--- src/rtl/seg7_display_driver.sv ---
// rtl/seg7_display_driver.sv - byte to hex/decimal digits, multiplexed onto a 4-digit 7-seg display
//
// Ports:
//   clock  - system clock, rising edge
//   reset  - asynchronous active-low reset
//   value  - byte to display
//   mode   - 00 hex, 01 unsigned decimal, 10 signed decimal, 11 blank
//   seg    - segments {g,f,e,d,c,b,a}, active-low, registered
//   an     - digit anodes, active-low, an[0] = rightmost digit, registered
//   busy   - high while a conversion is in progress
module seg7_display_driver #(
    parameter int REFRESH_DIV = 50000
) (
    input  logic       clock,
    input  logic       reset,
    input  logic [7:0] value,
    input  logic [1:0] mode,
    output logic [6:0] seg,
    output logic [3:0] an,
    output logic       busy
);

    localparam int CNT_W = (REFRESH_DIV > 2) ? $clog2(REFRESH_DIV) : 1;

    // Digit codes: 0..15 are hex nibbles, then two symbols.
    localparam logic [4:0] D_MINUS = 5'd16;
    localparam logic [4:0] D_BLANK = 5'd17;

    typedef enum logic [1:0] {S_IDLE, S_CONVERT, S_COMMIT} state_t;

    state_t      state, next_state;
    logic        start;
    logic        valid;
    logic [1:0]  snap_mode;
    logic [7:0]  snap_value;
    logic        sign;
    logic [11:0] bcd;
    logic [7:0]  mag;
    logic [2:0]  iter;
    logic [4:0]  digit     [4];
    logic [4:0]  new_digit [4];
    logic        neg_in;
    logic [7:0]  mag_in;
    logic [11:0] bcd_adj;
    logic [3:0]  hundreds, tens, ones;
    logic [CNT_W-1:0] scan_cnt;
    logic [1:0]  idx;

    function automatic logic [6:0] seg_decode(input logic [4:0] code);
        case (code)
            5'd0:    seg_decode = 7'h40;
            5'd1:    seg_decode = 7'h79;
            5'd2:    seg_decode = 7'h24;
            5'd3:    seg_decode = 7'h30;
            5'd4:    seg_decode = 7'h19;
            5'd5:    seg_decode = 7'h12;
            5'd6:    seg_decode = 7'h02;
            5'd7:    seg_decode = 7'h78;
            5'd8:    seg_decode = 7'h00;
            5'd9:    seg_decode = 7'h10;
            5'd10:   seg_decode = 7'h08;
            5'd11:   seg_decode = 7'h03;
            5'd12:   seg_decode = 7'h46;
            5'd13:   seg_decode = 7'h21;
            5'd14:   seg_decode = 7'h06;
            5'd15:   seg_decode = 7'h0E;
            5'd16:   seg_decode = 7'h3F;
            default: seg_decode = 7'h7F;
        endcase
    endfunction

    // Signed mode converts negative bytes to their magnitude; 8'h80 yields 128.
    assign neg_in = (mode == 2'b10) && value[7];
    assign mag_in = neg_in ? (~value + 8'd1) : value;

    // Double-dabble correction applied before each shift.
    assign bcd_adj[3:0]  = (bcd[3:0]  >= 4'd5) ? bcd[3:0]  + 4'd3 : bcd[3:0];
    assign bcd_adj[7:4]  = (bcd[7:4]  >= 4'd5) ? bcd[7:4]  + 4'd3 : bcd[7:4];
    assign bcd_adj[11:8] = (bcd[11:8] >= 4'd5) ? bcd[11:8] + 4'd3 : bcd[11:8];

    assign hundreds = bcd[11:8];
    assign tens     = bcd[7:4];
    assign ones     = bcd[3:0];

    always_comb begin
        new_digit[0] = D_BLANK;
        new_digit[1] = D_BLANK;
        new_digit[2] = D_BLANK;
        new_digit[3] = D_BLANK;
        case (snap_mode)
            2'b00: begin
                new_digit[1] = {1'b0, snap_value[7:4]};
                new_digit[0] = {1'b0, snap_value[3:0]};
            end
            2'b01, 2'b10: begin
                new_digit[3] = (snap_mode == 2'b10 && sign) ? D_MINUS : D_BLANK;
                new_digit[2] = (hundreds == 4'd0) ? D_BLANK : {1'b0, hundreds};
                new_digit[1] = (hundreds == 4'd0 && tens == 4'd0) ? D_BLANK : {1'b0, tens};
                new_digit[0] = {1'b0, ones};
            end
            default: ;
        endcase
    end

    always_comb begin
        next_state = state;
        start      = 1'b0;
        case (state)
            S_IDLE: begin
                if (!valid || {mode, value} != {snap_mode, snap_value}) begin
                    start      = 1'b1;
                    next_state = S_CONVERT;
                end
            end
            S_CONVERT: begin
                if (iter == 3'd7)
                    next_state = S_COMMIT;
            end
            S_COMMIT: next_state = S_IDLE;
            default:  next_state = S_IDLE;
        endcase
    end

    always_ff @(posedge clock or negedge reset) begin
        if (!reset)
            state <= S_IDLE;
        else
            state <= next_state;
    end

    always_ff @(posedge clock or negedge reset) begin
        if (!reset) begin
            valid      <= 1'b0;
            snap_mode  <= 2'b00;
            snap_value <= 8'h00;
            sign       <= 1'b0;
            bcd        <= 12'h000;
            mag        <= 8'h00;
            iter       <= 3'd0;
            busy       <= 1'b0;
            digit[0]   <= D_BLANK;
            digit[1]   <= D_BLANK;
            digit[2]   <= D_BLANK;
            digit[3]   <= D_BLANK;
        end else begin
            case (state)
                S_IDLE: begin
                    if (start) begin
                        snap_mode  <= mode;
                        snap_value <= value;
                        mag        <= mag_in;
                        sign       <= neg_in;
                        bcd        <= 12'h000;
                        iter       <= 3'd0;
                        busy       <= 1'b1;
                    end
                end
                S_CONVERT: begin
                    {bcd, mag} <= {bcd_adj, mag} << 1;
                    iter       <= iter + 3'd1;
                end
                S_COMMIT: begin
                    digit[0] <= new_digit[0];
                    digit[1] <= new_digit[1];
                    digit[2] <= new_digit[2];
                    digit[3] <= new_digit[3];
                    valid    <= 1'b1;
                    busy     <= 1'b0;
                end
                default: ;
            endcase
        end
    end

    // Scan runs freely; an and seg both register from the pre-edge index so they stay paired.
    always_ff @(posedge clock or negedge reset) begin
        if (!reset) begin
            scan_cnt <= '0;
            idx      <= 2'd0;
            an       <= 4'b1111;
            seg      <= 7'h7F;
        end else begin
            if (scan_cnt == CNT_W'(REFRESH_DIV - 1)) begin
                scan_cnt <= '0;
                idx      <= idx + 2'd1;
            end else begin
                scan_cnt <= scan_cnt + 1'b1;
            end
            an  <= ~(4'b0001 << idx);
            seg <= seg_decode(digit[idx]);
        end
    end

endmodule

--- config.mk ---
export PLATFORM = sky130hd
export DESIGN_NAME = seg7_display_driver
export DESIGN_NICKNAME = d
export VERILOG_FILES = /design/src/rtl/seg7_display_driver.sv
export SDC_FILE = /design/constraint.sdc
export NUM_CORES = 1
export LEC_CHECK = 0
export CAP_MARGIN = 20
export CORE_ASPECT_RATIO = 0.7
export CORE_UTILIZATION = 45
export DETAILED_ROUTE_END_ITERATION = 8
export GPL_TIMING_DRIVEN = 0
export HOLD_SLACK_MARGIN = 0.08
export PLACE_DENSITY = 0.75
export SETUP_SLACK_MARGIN = 0.5
export SYNTH_ARGS = -nofsm -noshare
export SYNTH_HDL_FRONTEND = slang
export SYNTH_SLANG_ARGS = --single-unit
--- constraint.sdc ---
create_clock -name clock -period 2 [get_ports clock]
set_input_delay 0.2 -clock clock [delete_from_list [all_inputs] [get_ports clock]]
set_output_delay 0.2 -clock clock [all_outputs]
set_load 0.05 [all_outputs]
# After elaboration in Yosys (flattened, before gate mapping)
# Memories as Yosys holds them, arrays and structs flattened. A register that Yosys moved wholly into a read port is not among the register bits.
# Cells that the tools add are included.
[word_totals] romBits=224 in_bits=12 ff_bits=80 mem_count=1 elab_cells=86
[memory_table] name="(no name shown)" depth=32 width=7 rd=1 rd_clocked_by_memory_dff=1 write_ports=0 line="50" text="case (code)"
[classes] n_reduce_logical=17 n_mux=26 n_shift=1 n_lt_le_gt_ge=4 eq_ne=11 bitwise=3 addsub=7
[ops] cell="$pmux 12 s2" count=1
[ops] cell="$mux 5" count=4
[ops] cell="$pmux 10 s2" count=1
[ops] cell="$add 16x1->16 const B" count=1
[ops] cell="$eq 16x16->1 const B" count=1
[ops] cell="$mux 16" count=1
[ops] cell="$mux 8" count=2
[ops] cell="$pmux 8 s2" count=1
[ops] cell="$ge 4x3->1 const B" count=3
[ops] cell="$mux 12" count=1
[ops] cell="$bmux 5 s2" count=1
[ops] cell="$mux 10" count=1
[ops] cell="$ne 10x10->1" count=1
[ops] cell="$add 4x2->4 const B" count=2
[ops] cell="$add 8x1->8 const B" count=1
[ops] cell="$logic_not 4->1" count=2
[ops] cell="$mux 4" count=2
[ops] cell="$not 8->8" count=1
[ops] cell="$reduce_and 2->1" count=4
[ops] cell="$eq 2x2->1 const B" count=3
[ops] cell="$mux 3" count=2
[ops] cell="$ne 2x2->1 const B" count=3
[ops] cell="$pmux 3 s2" count=1
[ops] cell="$eq 2x1->1 const B" count=2
[ops] cell="other kinds (18)" count=27

# Depth between registers and ports, before layout
[logic_depth] depth_word=6 depth_mapped=9

# Worst setup path after synthesis
# No wires, ideal clock.
[synth_path] path_kind="register to register" start="reg bcd[8]" end="reg digit[14] (netlist bit)" path_buffers=0 arrival_ns=1.905 synth_period_minus_slack_ns=1.974 stages_incl_launch_ff=7 slack_ns=0.026 required_time_ns=1.931 cell_sequence="dfrtp_1 inv_1 ha_1 or3b_1 or4b_4 mux2_4 o21ai_2"
[synth_via] elab_chain_len=4
[synth_lines] item="start: declaration" line="37" text="logic [11:0] bcd;"
[synth_lines] item="start signal: assignment" line="159" text="{bcd, mag} <= {bcd_adj, mag} << 1;"
[synth_lines] item="$logic_not 4->1" line="98" text="new_digit[1] = (hundreds == 4'd0 && tens == 4'd0) ? D_BLANK : {1'b0, tens};"
[synth_lines] item="$logic_and 1x1->1" line="98"
[synth_lines] item="$mux 5" line="98"
[synth_lines] item="$pmux 10 s2" line="90" text="case (snap_mode)"
[synth_lines] item="end: declaration" line="40" text="logic [4:0] digit [4];"
# No other way between the ends.
# A chain may end at the register's enable or synchronous reset.

# Worst setup path in the final report
# Ends and elaborated chain as after synthesis.

==> out/metrics.csv <==
metric,value,unit
outcome,finished with violations,
violated checks,setup timing,
combinational share of power,0.549,
CP Capture Type,register,
Synth area leader,dfrtp_1,
R2R Setup Slk,-0.009,ns
HPWL Detailed,6.86,mm
sequential power share,0.287,
placed instance area,4860,um^2
clock power share,0.165,
Setup WS post-layout,-0.00929,ns
drt pass-1 iters,5,
Pins Over Slew Limit,0,
final hold viol count,0,
GR Overflow Total,0,
clk sinks,83,
CP required,2.28,ns
placed insts,576,
hold-critical path depth,2,
Synth Register Bits,83,
Peak VDD IR,0.695,mV
Post-synth EDFFs,0,
Finish-stage setup viols,1,
min-delay worst type,input port to register,
Nets,552,
crit share post-route,1.00,
GPL Wtd Cong,0.882,
multi-input logic area,2690,um^2
P&R area growth vs syn,45.4,%
worst r2r dst,digit[14],
max incr delay on CP,0.56,ns
Root Buffer,clkbuf_16,
CTS tree,yes,
"Slowest-stage cell, CP",or4b_4,
WHS,0.222,ns
Starting Density,0.471,
vias per cell,5.78,
crit-path cells,"inv_2, ha_4, or3b_4, or4b_4, mux2_4, o21ai_2",
unrepaired setup endpoints after global routing,true,
fraction of registers with async set/reset,1.00,
Mapped Cells,430,
ANT cells,0,
TNS Setup,-0.00929,ns
"count leader, synth",dfrtp_1,
CP startpoint kind,register,
CP max FO,3,
largest net degree at the start of global routing,63,
CP Data Arrival Time,2.29,ns
post-synth top area share,0.376,
largest cells by area after synthesis,"dfrtp_1 (38%), dfstp_2 (11%), ha_1 (6.6%)",
Worst R2R Path Depth,6,
total wire length,12.4,mm
Mapped Nets,465,
GR Util All Layers,0.248,
Synth Cell Area,4330,um^2
worst slew pin tran,0.526,ns
fin area,6290,um^2
vias in the first global route,3723,
WL per Instance,19.1,um
die span in x,119,um
Peak Freq,498,MHz
Leakage,2.70,nW
first-pass GRT wire length,19.1,mm
clock latency on the worst-skew pair,0.34,ns
die extent in y,84.1,um
min Tclk post-route,2.01,ns
Rel. slew slack,0.647,
critical path type,register to register,
max-cap viol count,0,
list of most frequent post-synthesis cells,"dfrtp_1 (65), nand2_1 (52), nor2_1 (30)",
CORE AREA,9180,um^2
CTS H-tree lvls,3,
Final Skew,0.00460,ns
Sw Ratio,0.401,
DRC viols,0,
fill cell count,600,
Post-Layout Cell Count,646,
Syn. warnings,0,
syn_area_per_cell,10.1,um^2
register area share after synthesis,0.485,
IO buf count,21,
worst r2r src,bcd[8],
Clock Tree Buf Depth,2,
CTS Buf Count,9,
min-delay src,value[3],
via count,3735,
sink of the worst hold path,snap_value[3],
initial antenna violation count,0,
number of nets still failing antenna checks after routing,0,
die area,10000,um^2
drt initial violations,364,
synth unique cells,55,
share of cells above drive strength 1,0.458,
Seq. cell area,2110,um^2
dominant synthesized flop cell,dfrtp_1,
I/O pins,24,
clock transition at the registers of the reported paths,0.06,ns
net switching power,4.02,mW
Pwr per Cell Area,1590,nW/um^2
Cell Rows,29,
Internal,6.00,mW
[cells in the final DEF, fill, tap and decap left out, drive strengths merged, types with 2 or more instances in the layout]
master	netlist	final
o2bb2ai	2	2
o211ai	5	5
nor4	2	2
clkdlybuf4s15	0	11
o221ai	2	2
a21oi	14	14
a221o	2	2
and3	3	3
nor3	9	9
clkinv	0	2
nor2b	6	6
a22oi	10	10
dfrtp	65	65
o31ai	3	3
buf	10	66
nor2	30	30
and2	3	3
a221oi	2	2
inv	20	20
ha	23	23
and4	2	2
dlygate4sd2	0	8
o22ai	10	10
nand4	5	5
nand3	15	15
o32ai	2	2
clkbuf	11	23
dfstp	18	18
xor2	10	10
o21ai	28	28
nand2b	9	9
mux2i	4	4
xnor2	24	24
mux2	12	12
nand2	52	52
[worst max path at each step]
stage,to,cells after the start,start
floorplan,digit[14],6,bcd[8]
global placement,scan_cnt[14],1,reset
detailed placement,snap_mode[1],8,value[4]
CTS,digit[14],6,bcd[9]
global route,digit[14],6,bcd[9]
finish,digit[14],6,bcd[8]
[metal layers]
metal	vias to the layer above	global-route usage	wire length, um
met5	-	0	0
li1	1676	-	-
met2	150	0.375	5890
met1	1876	0.336	5340
met3	33	0.0717	856
met4	0	0.0909	278
[cell type report]
class | instances | area share
Clock buffer | 13 | 0.0398
Inverter | 20 | 0.0131
Multi-Input combinational cell | 306 | 0.427
Tap cell | 124 | 0.0247
Timing Repair Buffer | 76 | 0.121
Sequential cell | 83 | 0.335
Clock inverter | 3 | 0.00636
Buffer | 21 | 0.0332
[repair_timing]
action | CTS | global route
hold endpoints to repair | 21 | 0
setup endpoints to repair | 76 | 68
pin swaps | 38 | 25
cloned | 4 | 0
resized for setup | 154 | 58
hold buffers | 1 | 0
buffers inserted | 36 | 13
[power groups by stage]
| stage | combinational, mW | sequential, mW | clock [mW] |
|---|---|---|---|
| floorplan | 2.26 | 2.91 | 0 |
| finish | 5.50 | 2.87 | 1.65 |
| CTS | 4.68 | 2.80 | 1.66 |
| global route | 5.85 | 2.92 | 1.73 |
| detailed placement | 3.25 | 2.79 | 0 |
| global placement | 3.14 | 2.77 | 0 |
[flip-flops by register name, summed over array words and instances, names as in the netlist, 2 cells and up]
signal / count
an: 4
bcd: 12
digit: 16
idx: 2
iter: 3
mag: 8
scan_cnt: 16
seg: 7
snap_mode: 2
snap_value: 8
state: 2
[worst max-delay path, delay by kind of cell (launching register included)]
family	cells	cell delay, ns
adders and majority gates	1	0.13
and+or+nand+nor	2	0.94
muxes	1	0.28
buffers and inverters	1	0.09
DFF	1	0.40
AOI/OAI and AO/OA	1	0.11
[through the flow]
step | setup slack (ns) | total power, mW | util
4_1_cts | -0.000884 | 9.14 | 0.649
6_report | -0.00929 | 10.0 | 0.685
3_3_place_gp | -2.16 | 5.91 | 0.527
3_5_place_dp | -0.155 | 6.04 | 0.530
5_1_grt | -0.0473 | 10.5 | 0.685
2_1_floorplan | 0.0818 | 5.16 | -
[cell families after synthesis]
family,after synthesis,synth area share
and+or+nand+nor,143,0.158
AOI/OAI and AO/OA,89,0.134
DFF,83,0.485
buffers and inverters,41,0.0410
xor gates and xnor gates,34,0.0688
adders and majority gates,23,0.0665
muxes,17,0.0465
Power figures use the tool's default switching activity.
